`config.mk`:
```
export PLATFORM = sky130hd
export DESIGN_NAME = reg_load_arbiter
export DESIGN_NICKNAME = d
export VERILOG_FILES = /design/src/rtl/reg_arb_pkg.sv /design/src/rtl/rr_pick.sv /design/src/rtl/reg_load_arbiter.sv
export SDC_FILE = /design/constraint.sdc
export NUM_CORES = 1
export LEC_CHECK = 0
export BUFFER_PORTS_ARGS = -buffer_cell sky130_fd_sc_hd__buf_2
export CAP_MARGIN = 10
export CORE_MARGIN = 4
export CORE_UTILIZATION = 40
export CTS_CLUSTER_SIZE = 20
export DETAILED_ROUTE_END_ITERATION = 16
export MAX_ROUTING_LAYER = met4
export PLACE_DENSITY = 0.64
export SLEW_MARGIN = 15
export SYNTH_ARGS = -nofsm -noshare
export SYNTH_HDL_FRONTEND = slang
export SYNTH_SLANG_ARGS = --single-unit
```
`constraint.sdc`:
```
create_clock -name Clk -period 4.98 [get_ports Clk]
set_clock_uncertainty 0.1 [all_clocks]
set_input_delay 1.245 -clock Clk [delete_from_list [all_inputs] [get_ports Clk]]
set_output_delay 1.245 -clock Clk [all_outputs]
set_load 0.005 [all_outputs]
```
`src/rtl/reg_arb_pkg.sv`:
```
// Shared types and constants for the register-load arbiter.
package reg_arb_pkg;

  // Sequencer states; every operation is a one-cycle strobe followed by one WAIT cycle.
  typedef enum logic [1:0] {
    IDLE  = 2'd0,
    CLEAR = 2'd1,
    LOAD  = 2'd2,
    WAIT  = 2'd3
  } state_t;

  localparam int unsigned MIN_NREQ = 2;
  localparam int unsigned MAX_NREQ = 8;

endpackage

```
`src/rtl/rr_pick.sv`:
```
// Combinational rotating-priority picker: first asserted request at or after ptr, wrapping.
module rr_pick #(
  parameter int unsigned NREQ = 4,
  parameter int unsigned PW   = 2
) (
  input  logic [NREQ-1:0] req,
  input  logic [PW-1:0]   ptr,
  output logic [NREQ-1:0] onehot,
  output logic [PW-1:0]   index,
  output logic            valid
);

  logic [PW:0]   pos;
  logic [PW-1:0] slot;

  // Scan NREQ positions starting at ptr; the first hit wins.
  always_comb begin
    onehot = '0;
    index  = '0;
    valid  = 1'b0;
    pos    = '0;
    slot   = '0;
    for (int k = 0; k < int'(NREQ); k++) begin
      pos = (PW+1)'(ptr) + (PW+1)'(k);
      if (pos >= (PW+1)'(NREQ)) pos = pos - (PW+1)'(NREQ);
      slot = pos[PW-1:0];
      if (!valid && req[slot]) begin
        valid        = 1'b1;
        index        = slot;
        onehot[slot] = 1'b1;
      end
    end
  end

endmodule

```
`src/rtl/reg_load_arbiter.sv`:
```
// Arbiter/sequencer sharing one load register (Clr/Ld/I) between NREQ requesters.
// Optional build macro ARB_FIXED_PRIO_EN: lowest asserted index always wins and the
// round-robin pointer is removed; default build is round-robin.
module reg_load_arbiter
  import reg_arb_pkg::*;
#(
  parameter int unsigned N    = 12,
  parameter int unsigned NREQ = 4
) (
  input  logic              Clk,
  input  logic              Rst_n,
  input  logic [NREQ-1:0]   Req,
  input  logic [N*NREQ-1:0] Data,
  input  logic              ClrReq,
  output logic [NREQ-1:0]   Gnt,
  output logic              Ld,
  output logic [N-1:0]      I,
  output logic              Clr,
  output logic              ClrAck,
  output logic              Busy
);

  localparam int unsigned PW = (NREQ > 1) ? $clog2(NREQ) : 1;

  state_t          state, state_nxt;
  logic [NREQ-1:0] gnt_nxt;
  logic            ld_nxt;
  logic            clr_nxt;
  logic [N-1:0]    i_nxt;

  logic [PW-1:0]   search_ptr;
  logic [NREQ-1:0] pick_onehot;
  logic [PW-1:0]   pick_idx;
  logic            pick_valid;

  rr_pick #(
    .NREQ (NREQ),
    .PW   (PW)
  ) u_pick (
    .req    (Req),
    .ptr    (search_ptr),
    .onehot (pick_onehot),
    .index  (pick_idx),
    .valid  (pick_valid)
  );

`ifdef ARB_FIXED_PRIO_EN
  // Search always starts at requester 0.
  assign search_ptr = '0;
`else
  logic [PW-1:0] rr_ptr;

  // Pointer moves past the winner at the edge the load is accepted.
  always_ff @(posedge Clk or negedge Rst_n) begin
    if (!Rst_n) begin
      rr_ptr <= '0;
    end else if (state == IDLE && !ClrReq && pick_valid) begin
      rr_ptr <= (pick_idx == PW'(NREQ - 1)) ? '0 : pick_idx + PW'(1);
    end
  end

  assign search_ptr = rr_ptr;
`endif

  // Next state and next output values; strobes are computed one cycle ahead and registered.
  always_comb begin
    state_nxt = state;
    gnt_nxt   = '0;
    ld_nxt    = 1'b0;
    clr_nxt   = 1'b0;
    i_nxt     = I;
    case (state)
      IDLE: begin
        if (ClrReq) begin
          state_nxt = CLEAR;
          clr_nxt   = 1'b1;
        end else if (pick_valid) begin
          state_nxt = LOAD;
          ld_nxt    = 1'b1;
          gnt_nxt   = pick_onehot;
          i_nxt     = Data[32'(pick_idx) * N +: N];
        end
      end
      CLEAR:   state_nxt = WAIT;
      LOAD:    state_nxt = WAIT;
      WAIT:    state_nxt = IDLE;
      default: state_nxt = IDLE;
    endcase
  end

  // State and output registers.
  always_ff @(posedge Clk or negedge Rst_n) begin
    if (!Rst_n) begin
      state  <= IDLE;
      Gnt    <= '0;
      Ld     <= 1'b0;
      I      <= '0;
      Clr    <= 1'b0;
      ClrAck <= 1'b0;
      Busy   <= 1'b0;
    end else begin
      state  <= state_nxt;
      Gnt    <= gnt_nxt;
      Ld     <= ld_nxt;
      I      <= i_nxt;
      Clr    <= clr_nxt;
      ClrAck <= clr_nxt;
      Busy   <= (state_nxt != IDLE);
    end
  end

endmodule

```
* Word level (Yosys, flattened, before mapping)
Index checks and enable logic that the tools add are counted.
** Operators by class
- Equal/unequal tests :: 4
- Bitwise operators :: 4
- Multiply operators :: 1
- Add/subtract/negate cells :: 8
- Muxes and demuxes :: 44
- Shift operators :: 1
- Reductions and logical operators :: 17
- Order comparisons :: 12
** Operators with widths (number)
- $shiftx 48x7->12 :: 1
- $mux 4 :: 7
- $mux 2 :: 11
- $mux 1 :: 17
- $lt 2x3->1 const B :: 4
- $or 4x4->4 :: 3
- $ge 3x3->1 const B :: 3
- $logic_and 1x1->1 :: 9
- $bmux 1 s2 :: 4
- $demux 1 s2 :: 4
- $ge 2x1->1 const B :: 4
- $sub 2x1->2 const B :: 4
- $add 2x2->3 const B :: 2
- $eq 2x2->1 const B :: 3
- $pmux 2 s3 :: 1
- $logic_not 1->1 :: 4
- $mul 2x2->4 const B :: 1
- $add 2x1->3 const B :: 1
- $ge 2x3->1 const B :: 1
- $reduce_and 3->1 :: 1
- $add 2x1->2 const B :: 1
- $eq 2x1->1 const B :: 1
- $logic_not 2->1 :: 1
- $reduce_bool 2->1 :: 1
- 2 further kinds :: 2
** Word-level totals
- Bits of input ports :: 55
- Logic and storage cells :: 98
- Output and inout port bits :: 20
- Register bits :: 23

* Logic depth before layout (Yosys ltp)
Gate-level depths: netlist of the first run.
- Depth after elaboration :: 18
- Mapped depth :: 11

* By module
From an unflattened synthesis of the first run, not the netlist that was laid out.
** Second synthesis, totals
- Cells, all modules :: 148
- Area, all modules :: 1657.8 µm²
** By module, submodules not included
- reg_load_arbiter :: cells each 103, area an instance 1236.2 µm², times used 1
- rr_pick :: cells each 45, area an instance 421.7 µm², times used 1

* Worst setup path before layout of the first run
OpenSTA, ideal clock, no wires.
- Kind :: input port to flip-flop
- Start :: input port Req[2]
- End :: register I[0]
- Path slack :: 1744 ps
- Setup time :: 104 ps
- Data required time :: 4776 ps
- Stages :: 7
- Data arrival time :: 3032 ps
- Cells stage by stage :: buf_2 mux4_2 nor4b_4 a31oi_2 or2_4 buf_6 o311ai_1
** On the way
- Cells in the longest elaborated chain, start to end :: 14
- Elaborated cells on any way between the ends :: 25
- Those cells by class :: mul: 1; shift: 1; mux: 16; reduce/logical: 7
** Ends and longest elaborated chain
- from (decl) :: line reg_load_arbiter.sv:12 : input logic [NREQ-1:0] Req,
- $bmux 1 s2 :: line rr_pick.sv:27 : if (!valid && req[slot]) begin
- $mux 1 (not written as such) :: line rr_pick.sv:27
- $mux 1 :: line rr_pick.sv:27
- $logic_not 1->1 :: line rr_pick.sv:27
- $logic_and 1x1->1 :: line rr_pick.sv:27
- $mux 1 :: line rr_pick.sv:27
- $logic_not 1->1 :: line rr_pick.sv:27
- $logic_and 1x1->1 :: line rr_pick.sv:27
- $mux 1 :: line rr_pick.sv:27
- $logic_not 1->1 :: line rr_pick.sv:27
- $logic_and 1x1->1 :: line rr_pick.sv:27
- $mux 2 :: line rr_pick.sv:27
- $mul 2x2->4 :: line reg_load_arbiter.sv:81 : i_nxt = Data[32'(pick_idx) * N +: N];
- $shiftx 48x7->12 :: line reg_load_arbiter.sv:81
- to (signal assigned) :: line reg_load_arbiter.sv:105 : I <= i_nxt;
- to (decl) :: line reg_load_arbiter.sv:17 : output logic [N-1:0] I,
Several ways; a longest one is shown, not always the timed one. The select of a mux whose other input is x is not followed.
A chain may end at the register's enable or synchronous reset.

* Final worst setup path of the first run
- Start :: register rr_ptr[0]
- End :: register I[11]
** On the way
- Cells in the longest elaborated chain, start to end :: 16
- Elaborated cells on any way between the ends :: 40
- Those cells by class :: add/sub: 7; mul: 1; order compare: 4; shift: 1; mux: 20; reduce/logical: 7
** Ends and longest elaborated chain
- from (decl) :: line reg_load_arbiter.sv:51 : logic [PW-1:0] rr_ptr;
- from (signal assigned) :: line reg_load_arbiter.sv:58 : rr_ptr <= (pick_idx == PW'(NREQ - 1)) ? '0 : pick_idx + PW'(1);
- parallel branches: the longest is 16 deep, another holds $add 2x1->3
Parallel ways; which one is timed is not known. The select of a mux whose other input is x is not followed.

==> flow_metrics.tcl, run 1 <==
set metrics [dict create \
    period_needed_ns 3.53 \
    gp_congestion 0.772 \
    cts_tree "yes" \
    slowest_stage "a21oi_2" \
    cts.htree.levels 1 \
    cts_hold_buf 0 \
    track_usage 0.162 \
    rrSetupSlack_ns 1.45 \
    die_width_um 78.9 \
    yosys.cell_types.count 41 \
    path_common_cell "mux2i_1" \
    powerDensity_nw_per_um2 534 \
    die-height_um 78.9 \
    routed_wl_um 5210 \
    insertedDiodeCount 0 \
    dieArea_um2 6230 \
    grt_max_degree 30 \
    nNetsFinal 344 \
    synth_edf_count 0 \
    grt_busiest_layer "met1" \
    drt_iter0_drc 115 \
    clkTransAtPathRegs_ns 0.08 \
    drc 0 \
    reg2regPathDepth 8 \
    numCtsBuffers 3 \
    postSynthAreaPerCell_um2 8.98 \
    cts-root-buf "clkbuf_8" \
    hold_viol_final 0 \
    grt_use_met2 0.233 \
    path_cells "buf_4 -> inv_1 -> ha_1 -> mux2i_1 -> o22ai_1 -> a21oi_2 -> mux2i_1 -> o311ai_1" \
    drtPass1Iterations 4 \
    grt_pass1_vias 1663 \
    crit_buf_inv 2 \
    period_share 0.708 \
    drive_gt1_frac 0.341 \
    worst_pin_slew_ns 1.02 \
    worstHoldStart "I[3]" \
    cts.sinks 23 \
    fmax_ghz 0.284 \
    arrival_ns 3.58 \
    areaGrowthSynthToFinish_pct 19.6 \
    whs_path_depth 2 \
    ys.warnings.count 0 \
    r2r-start "rr_ptr[0]" \
    setup_viol 0 \
    ant_nets 0 \
    initial_utilization 0.420 \
    cap_violations 0 \
    synth_fp_nets 288 \
    slew-limit-headroom 0.322 \
    wl_per_cell_um 15.1 \
    swShare 0.469 \
    synth_area_um2 2010 \
    holdPathEnd "I[3]" \
    clk_path_buf_depth 2 \
    rsz0062_at_grt "no" \
    drv_slew 0 \
    power.leakage_uw 0.00120 \
    max-vdd-ir-drop_v 0.000287 \
    vias_per_cell 5.43 \
    hold_path.class "reg2reg" \
    rows 25 \
    clkPwrFrac 0.089 \
    coreArea_um2 4790 \
    p_int_uw 681 \
    async_reset_ff_frac 1.00 \
    crit_type "reg2reg" \
    comb_power_share 0.673 \
    setup_tns_ns 0 \
    cpLargestDelayFamily "compound AO/OA/AOI/OAI gates" \
    hold_ws_ns 0.383 \
    hpwl_um 3870 \
    port-buffer-count 74 \
    synthFlopType "dfrtp_1" \
    grt_antenna_before_repair 0 \
    regToRegEndpoint "I[11]" \
    final_util 0.502 \
    grt_overflow 0 \
    postCtsSetupBuffers 0 \
    cp-end-kind "register" \
    startpoint_type "register" \
    status "completed" \
    ys_ff_latch 23 \
    power_frac_seq 0.239 \
    cts_resized 0 \
    power.switching_uw 603 \
    ys_seq_area_frac 0.286 \
    critical_path.max_fanout 29 \
    grt_pass1_wl_um 8160 \
    vias 1879 \
    slowest_delay_ns 0.82 \
    cp.required_ns 5.03 \
    use_met1 0.251 \
    synth_cells 224 \
    clk_latency_ns 0.26 \
    io_pins 75 \
    grtUsageMet3 0.0125 \
]
-- through the flow --
stage / cell area [um2] / setup WS, ns / total power [uW] / cells
after floorplan: 2010 / 1.74 / 1000 / 224
after global placement: 2360 / 1.44 / 1160 / 342
after detailed placement: 2360 / 1.29 / 1180 / 342
after CTS: 2400 / 1.44 / 1290 / 346
after global routing: 2400 / 1.10 / 1400 / 346
final: 2400 / 1.45 / 1280 / 346
-- flip-flops by register name, indices dropped and copies added, names as in the netlist --
| name | count |
|---|---|
| I | 12 |
| Gnt | 4 |
| rr_ptr | 2 |
| state | 2 |
| Busy | 1 |
| ClrAck | 1 |
| Ld | 1 |
-- logic make-up (layout without fill, tap and decap cells) --
group	count (synthesis)	count (layout)	share of synthesized area
adder cells (fa/ha/maj)	9	9	0.0560
flip-flops	23	23	0.286
multiplexers	22	22	0.136
AO/OA/AOI/OAI	75	75	0.287
AND/OR/NAND/NOR	39	39	0.115
XOR/XNOR	1	1	0.00436
buffers and inverters	55	110	0.116
-- cell usage in the layout (no fill, tap or decap), types with 2 or more instances in the layout --
cell type	synthesis	layout
o22ai_1	3	3
mux4_2	4	4
ha_1	9	9
buf_4	1	2
or2_2	2	2
inv_1	30	30
nand2_1	13	13
nor2_1	5	5
nand2b_1	3	3
and2_1	6	6
mux2i_1	15	15
or3_1	2	2
o21ai_0	4	4
a21oi_1	2	2
o211ai_1	2	2
o221ai_1	13	13
a21o_1	2	2
mux2_2	3	3
o311ai_1	11	11
buf_2	6	74
dfrtp_1	23	23
a22oi_1	8	8
a211oi_1	12	12
a31oi_1	12	12
clkbuf_8	0	3
-- power groups by stage --
stage	clock, uW	combinational (uW)	sequential (uW)
4_1_cts	116	866	307
6_report	114	863	307
2_1_floorplan	0	693	309
5_1_grt	125	958	317
3_5_place_dp	0	865	311
3_3_place_gp	0	850	309
-- tightest hold or removal path, delay by kind of cell, from the launching register on --
kind,cells,cell delay (ns)
DFF,1,0.34
AOI/OAI and AO/OA,1,0.06
and+or+nand+nor,1,0.05
-- cell usage after synthesis, drive strengths merged (6+ instances only) --
library cell   n  area share
inv           30       0.056
dfrtp         23        0.29
clkbuf        16       0.030
mux2i         15       0.075
a31oi         13       0.044
nand2         13       0.024
o221ai        13       0.057
a211oi        12       0.045
o311ai        12       0.056
buf            9       0.030
ha             9       0.056
a22oi          8       0.030
and2           6       0.019
-- worst max path at each step --
| stage | from | endpoint | slack, ns | cells after the start |
|---|---|---|---|---|
| 4_1_cts | rr_ptr[0] | I[11] | 1.44 | 8 |
| 2_1_floorplan | Req[2] | I[0] | 1.74 | 7 |
| 6_report | rr_ptr[0] | I[11] | 1.45 | 8 |
| 3_5_place_dp | Req[1] | I[11] | 1.29 | 6 |
| 5_1_grt | rr_ptr[0] | I[11] | 1.10 | 8 |
| 3_3_place_gp | Req[1] | I[5] | 1.44 | 6 |
-- per-layer routing --
| metal | routed length, um | share of wire | up-vias |
|---|---|---|---|
| met4 | 27 | 0.0052 | 0 |
| li1 | - | - | 951 |
| met5 | 0 | 0 | - |
| met3 | 349 | 0.067 | 2 |
| met1 | 2520 | 0.48 | 867 |
| met2 | 2320 | 0.44 | 59 |
-- area by class of cell --
class | count | area, um2
clock buffers | 4 | 45.0
fillers | 479 | 2380
inverters | 30 | 113
multi-input cells | 146 | 1200
flip-flops and latches | 23 | 576
well taps | 67 | 83.8
repair buffers | 76 | 385
(Power assumes the default switching activity.)
==> inputs of run 2 (changes only) <==
Clock period 4.98 ns to 3.6 ns, I/O delays scaled along.
==> flow_metrics.tcl, run 2 (same netlist as run 1, synthesis figures left out) <==
set metrics [dict create \
    status "completed" \
    multi_input_area_um2 1200 \
    cp-startpoint "rr_ptr[1]" \
    holdPathEnd "I[1]" \
    fillers 461 \
    drc 0 \
    period_needed_ns 3.25 \
    wl_per_cell_um 14.7 \
    cts_resized 0 \
    worstHoldStart "I[1]" \
    drive_gt1_frac 0.348 \
    hpwl_um 3960 \
    max-vdd-ir-drop_v 0.000305 \
    port-buffer-count 74 \
    vias_per_cell 5.35 \
    cp.required_ns 3.65 \
    die-height_um 78.9 \
    hold_ws_ns 0.389 \
    initial_utilization 0.420 \
    setup_tns_ns 0 \
    grt_pass1_wl_um 8140 \
    cts.sinks 23 \
    slowest_delay_ns 0.61 \
    drt_iter0_drc 83 \
    layout_commonest_cell "buf_2" \
    r2r-start "rr_ptr[1]" \
    critical_path.max_fanout 15 \
    ant_nets 0 \
    regMostFlops "I" \
    whs_path_depth 2 \
    die_width_um 78.9 \
    rows 25 \
    io_pins 75 \
    cts.htree.levels 1 \
    areaGrowthSynthToFinish_pct 20.7 \
    fmax_ghz 0.307 \
    fin_ws_ns 0.345 \
    period_share 0.904 \
    drv_slew 0 \
    rrSetupSlack_ns 0.35 \
    hold_path.class "reg2reg" \
    dp.cells 345 \
    crit_type "reg2reg" \
    clkTransAtPathRegs_ns 0.07 \
    postCtsSetupBuffers 0 \
    regToRegEndpoint "I[6]" \
    cts-root-buf "clkbuf_8" \
    gp_congestion 0.864 \
    regArea_um2 576 \
    final_cell_mix "buf_2, inv_1, dfrtp_1" \
    power.leakage_uw 0.00121 \
    worst_pin_slew_ns 0.687 \
    vias 1868 \
    arrival_ns 3.31 \
    cts_hold_buf 0 \
    slew-limit-headroom 0.540 \
    pre_cts_ws_ns 0.385 \
    grt_pass1_vias 1728 \
    fin_cells 349 \
    grt_antenna_before_repair 0 \
    track_usage 0.163 \
    clk_path_buf_depth 2 \
    clk_latency_ns 0.25 \
    setup_viol 0 \
    path_cells "inv_1 -> ha_1 -> mux4_2 -> nor4b_4 -> a31oi_2 -> or2_4 -> o311ai_1" \
    slowest_stage "dfrtp_1" \
    numCtsBuffers 3 \
    grt_max_degree 29 \
    insertedDiodeCount 0 \
    largest_reg_flops 12 \
    cp-end-kind "register" \
    grt_overflow 0 \
    top_regs "I (12), Gnt (4)" \
    reg2regPathDepth 7 \
    hold_viol_final 0 \
    rsz0062_at_grt "no" \
    startpoint_type "register" \
    powerDensity_nw_per_um2 739 \
    routed_wl_um 5140 \
    dieArea_um2 6230 \
    nNetsFinal 347 \
    drtPass1Iterations 4 \
    cap_violations 0 \
    coreArea_um2 4790 \
    cts_tree "yes" \
]
[run 2: metrics by stage]
step	instance area [um2]	power, uW	util
2_1_floorplan	2010	1390	-
3_3_place_gp	2380	1630	0.498
6_report	2430	1790	0.507
3_5_place_dp	2380	1650	0.498
5_1_grt	2430	1960	0.507
4_1_cts	2430	1800	0.507
[run 2: how the worst max path moves through the flow]
stage	cells after the start	end
6_report	7	I[6]
2_1_floorplan	11	I[0]
5_1_grt	7	I[0]
4_1_cts	7	I[6]
3_5_place_dp	7	I[10]
3_3_place_gp	6	I[11]
[run 2: metal layers]
layer / vias to the layer above / GRT usage / part of all wire
met3: 4 / 0.0136 / 0.055
li1: 949 / - / -
met4: 0 / 0.0447 / 0.0086
met2: 47 / 0.243 / 0.45
met1: 868 / 0.239 / 0.49
met5: - / - / 0
[run 2: layout make-up]
class	count	area share
Multi-Input combinational cell	146	0.495
Tap cell	67	0.0345
Timing Repair Buffer	79	0.168
Sequential cell	23	0.237
Inverter	30	0.0464
Clock buffer	4	0.0186
[run 2: where the power goes]
| group | internal, uW | total (uW) | switching [uW] | leakage (uW) |
|---|---|---|---|---|
| Clock | 78.7 | 153 | 74.1 | 0.0000228 |
| Combinational | 521 | 1220 | 697 | 0.000896 |
| Sequential | 362 | 424 | 62.1 | 0.000292 |
| Total | 961 | 1790 | 833 | 0.00121 |
[run 2: critical path, delay by kind of cell, from the launching register on]
kind | cells | cell delay [ns]
DFF | 1 | 0.61
and+or+nand+nor | 2 | 0.81
buffers and inverters | 1 | 0.19
AOI/OAI and AO/OA | 2 | 0.51
muxes | 1 | 0.45
adders and majority gates | 1 | 0.48
==> inputs of run 3 (changes only) <==
Settings changed: PLACE_DENSITY 0.64 to 0.67, SYNTH_HIERARCHICAL from default to 1.
==> flow_metrics.tcl, run 3 <==
set metrics [dict create \
    status "completed" \
    synthTopCellsByCount "mux2i_1, dfrtp_1, nand2_1, o221ai_2" \
    routed_wl_um 3730 \
    drv_slew 0 \
    grt_max_degree 26 \
    rrSetupSlack_ns 0.67 \
    dieArea_um2 5240 \
    swShare 0.432 \
    ys_seq_area_frac 0.347 \
    power.leakage_uw 0.00106 \
    rows 23 \
    die-height_um 72.4 \
    cp-startpoint "Req[3]" \
    vias_per_cell 5.16 \
    setup_tns_ns 0 \
    max-vdd-ir-drop_v 0.000355 \
    top_regs "I (12), Gnt (4)" \
    cts_hold_buf 0 \
    insertedDiodeCount 0 \
    hold_path.class "reg2reg" \
    postSynthAreaPerCell_um2 11.2 \
    regMostFlops "I" \
    ys_ff_latch 23 \
    cts_resized 0 \
    drive_gt1_frac 0.452 \
    final_cell_mix "buf_2, mux2i_1, dfrtp_1" \
    period_needed_ns 3.06 \
    power.switching_uw 774 \
    crit_type "in2reg" \
    hold_ws_ns 0.381 \
    drc 0 \
    gp_congestion 0.757 \
    async_reset_ff_frac 1.00 \
    cts_tree "yes" \
    power_frac_seq 0.228 \
    r2r-start "rr_ptr[0]" \
    ys.warnings.count 6 \
    fin_cells 271 \
    cts.sinks 23 \
    clk_path_buf_depth 2 \
    grt_pass1_vias 1413 \
    clkTransAtPathRegs_ns 0.07 \
    drt_iter0_drc 48 \
    fillers 372 \
    synthMostInstantiatedCell "mux2i_1" \
    regToRegEndpoint "I[2]" \
    synth_cells 148 \
    hpwl_um 3000 \
    layout_commonest_cell "buf_2" \
    wl_per_cell_um 13.8 \
    slew-limit-headroom 0.670 \
    coreArea_um2 4000 \
    p_int_uw 1020 \
    nNetsFinal 284 \
    dp.cells 267 \
    track_usage 0.155 \
    period_share 0.849 \
    clkPwrFrac 0.084 \
    setup_viol 0 \
    synth_fp_nets 210 \
    cts.htree.levels 1 \
    finalPower_uw 1790 \
    yosys.cell_types.count 31 \
    worst_pin_slew_ns 0.495 \
    critical_path.max_fanout 13 \
    numCtsBuffers 3 \
    cp-end-kind "register" \
    rsz0062_at_grt "no" \
    cp.required_ns 3.67 \
    cp-endpoint "I[2]" \
    port-buffer-count 74 \
    synth_area_um2 1660 \
    vias 1398 \
    synth_edf_count 0 \
    clk_latency_ns 0.25 \
    synthFlopType "dfrtp_1" \
    startpoint_type "input port" \
    powerDensity_nw_per_um2 849 \
    synth_top_area_frac 0.347 \
    cap_violations 0 \
    grt_overflow 0 \
    comb_power_share 0.687 \
    initial_utilization 0.414 \
    reg2regPathDepth 7 \
    postCtsSetupBuffers 0 \
    synthTopCellsByArea "dfrtp_1, mux2i_1, o221ai_2" \
    grt_pass1_wl_um 6400 \
    areaGrowthSynthToFinish_pct 27.4 \
    io_pins 75 \
    hold_viol_final 0 \
    die_width_um 72.4 \
    arrival_ns 3.13 \
    grt_antenna_before_repair 0 \
    cts-root-buf "clkbuf_8" \
    fmax_ghz 0.327 \
    largest_reg_flops 12 \
    ant_nets 0 \
    drtPass1Iterations 4 \
    yosysTopAreaCell "dfrtp_1" \
]
[run 3: changes by cell type after synthesis, sizes merged, moves of 11 or more]
cell	change
a211oi	-12
mux2i	+11
clkbuf	-15
o311ai	-12
a31oi	-13
inv	-22
[run 3: kinds of logic after synthesis]
kind of cell               Yosys count  share of synthesized area
adders and majority gates            7                     0.0528
muxes                               32                      0.229
buffers and inverters               18                     0.0634
AOI/OAI and AO/OA                   34                      0.194
and+or+nand+nor                     34                      0.113
DFF                                 23                      0.347
[run 3: worst min path at each step]
stage / start / end / depth (start not counted)
after floorplan: I[11] / I[11] / 2
after global placement: I[2] / I[2] / 2
after detailed placement: I[7] / I[7] / 2
after CTS: I[7] / I[7] / 2
after global routing: I[5] / I[5] / 2
final: I[7] / I[7] / 2
[run 3: power groups by stage]
stage	clock, uW	combinational, uW	sequential (uW)
after floorplan	0	946	442
after global placement	0	1230	416
after detailed placement	0	1240	415
after CTS	158	1250	410
after global routing	173	1370	424
final	151	1230	410
[run 3: per-layer routing]
metal / GRT usage / vias to the layer above / part of all wire
li1: - / 705 / -
met1: 0.191 / 640 / 0.43
met2: 0.262 / 51 / 0.46
met3: 0.0166 / 2 / 0.094
met4: 0.0553 / 0 / 0.011
met5: - / - / 0
[run 3: critical path, stage by stage]
cell	delay (ns)
buf_2	0.12
mux4_2	0.63
nor4b_4	0.42
nor2_1	0.09
a32o_1	0.25
or3_4	0.50
o221ai_1	0.20
[run 3: area by class of cell]
cell class | count | area (um2) | share of cell area
Multi-Input combinational cell | 107 | 991 | 0.469
Clock buffer | 4 | 45.0 | 0.0213
Inverter | 8 | 30.0 | 0.0142
Tap cell | 50 | 62.6 | 0.0296
Sequential cell | 23 | 576 | 0.273
Timing Repair Buffer | 79 | 408 | 0.193
[run 3: stage by stage]
stage	instance area [um2]	utilization	setup slack, ns
after floorplan	1660	-	0.615
after global placement	2070	0.517	0.319
after detailed placement	2070	0.517	0.278
after CTS	2110	0.528	0.549
after global routing	2110	0.528	0.412
final	2110	0.528	0.542
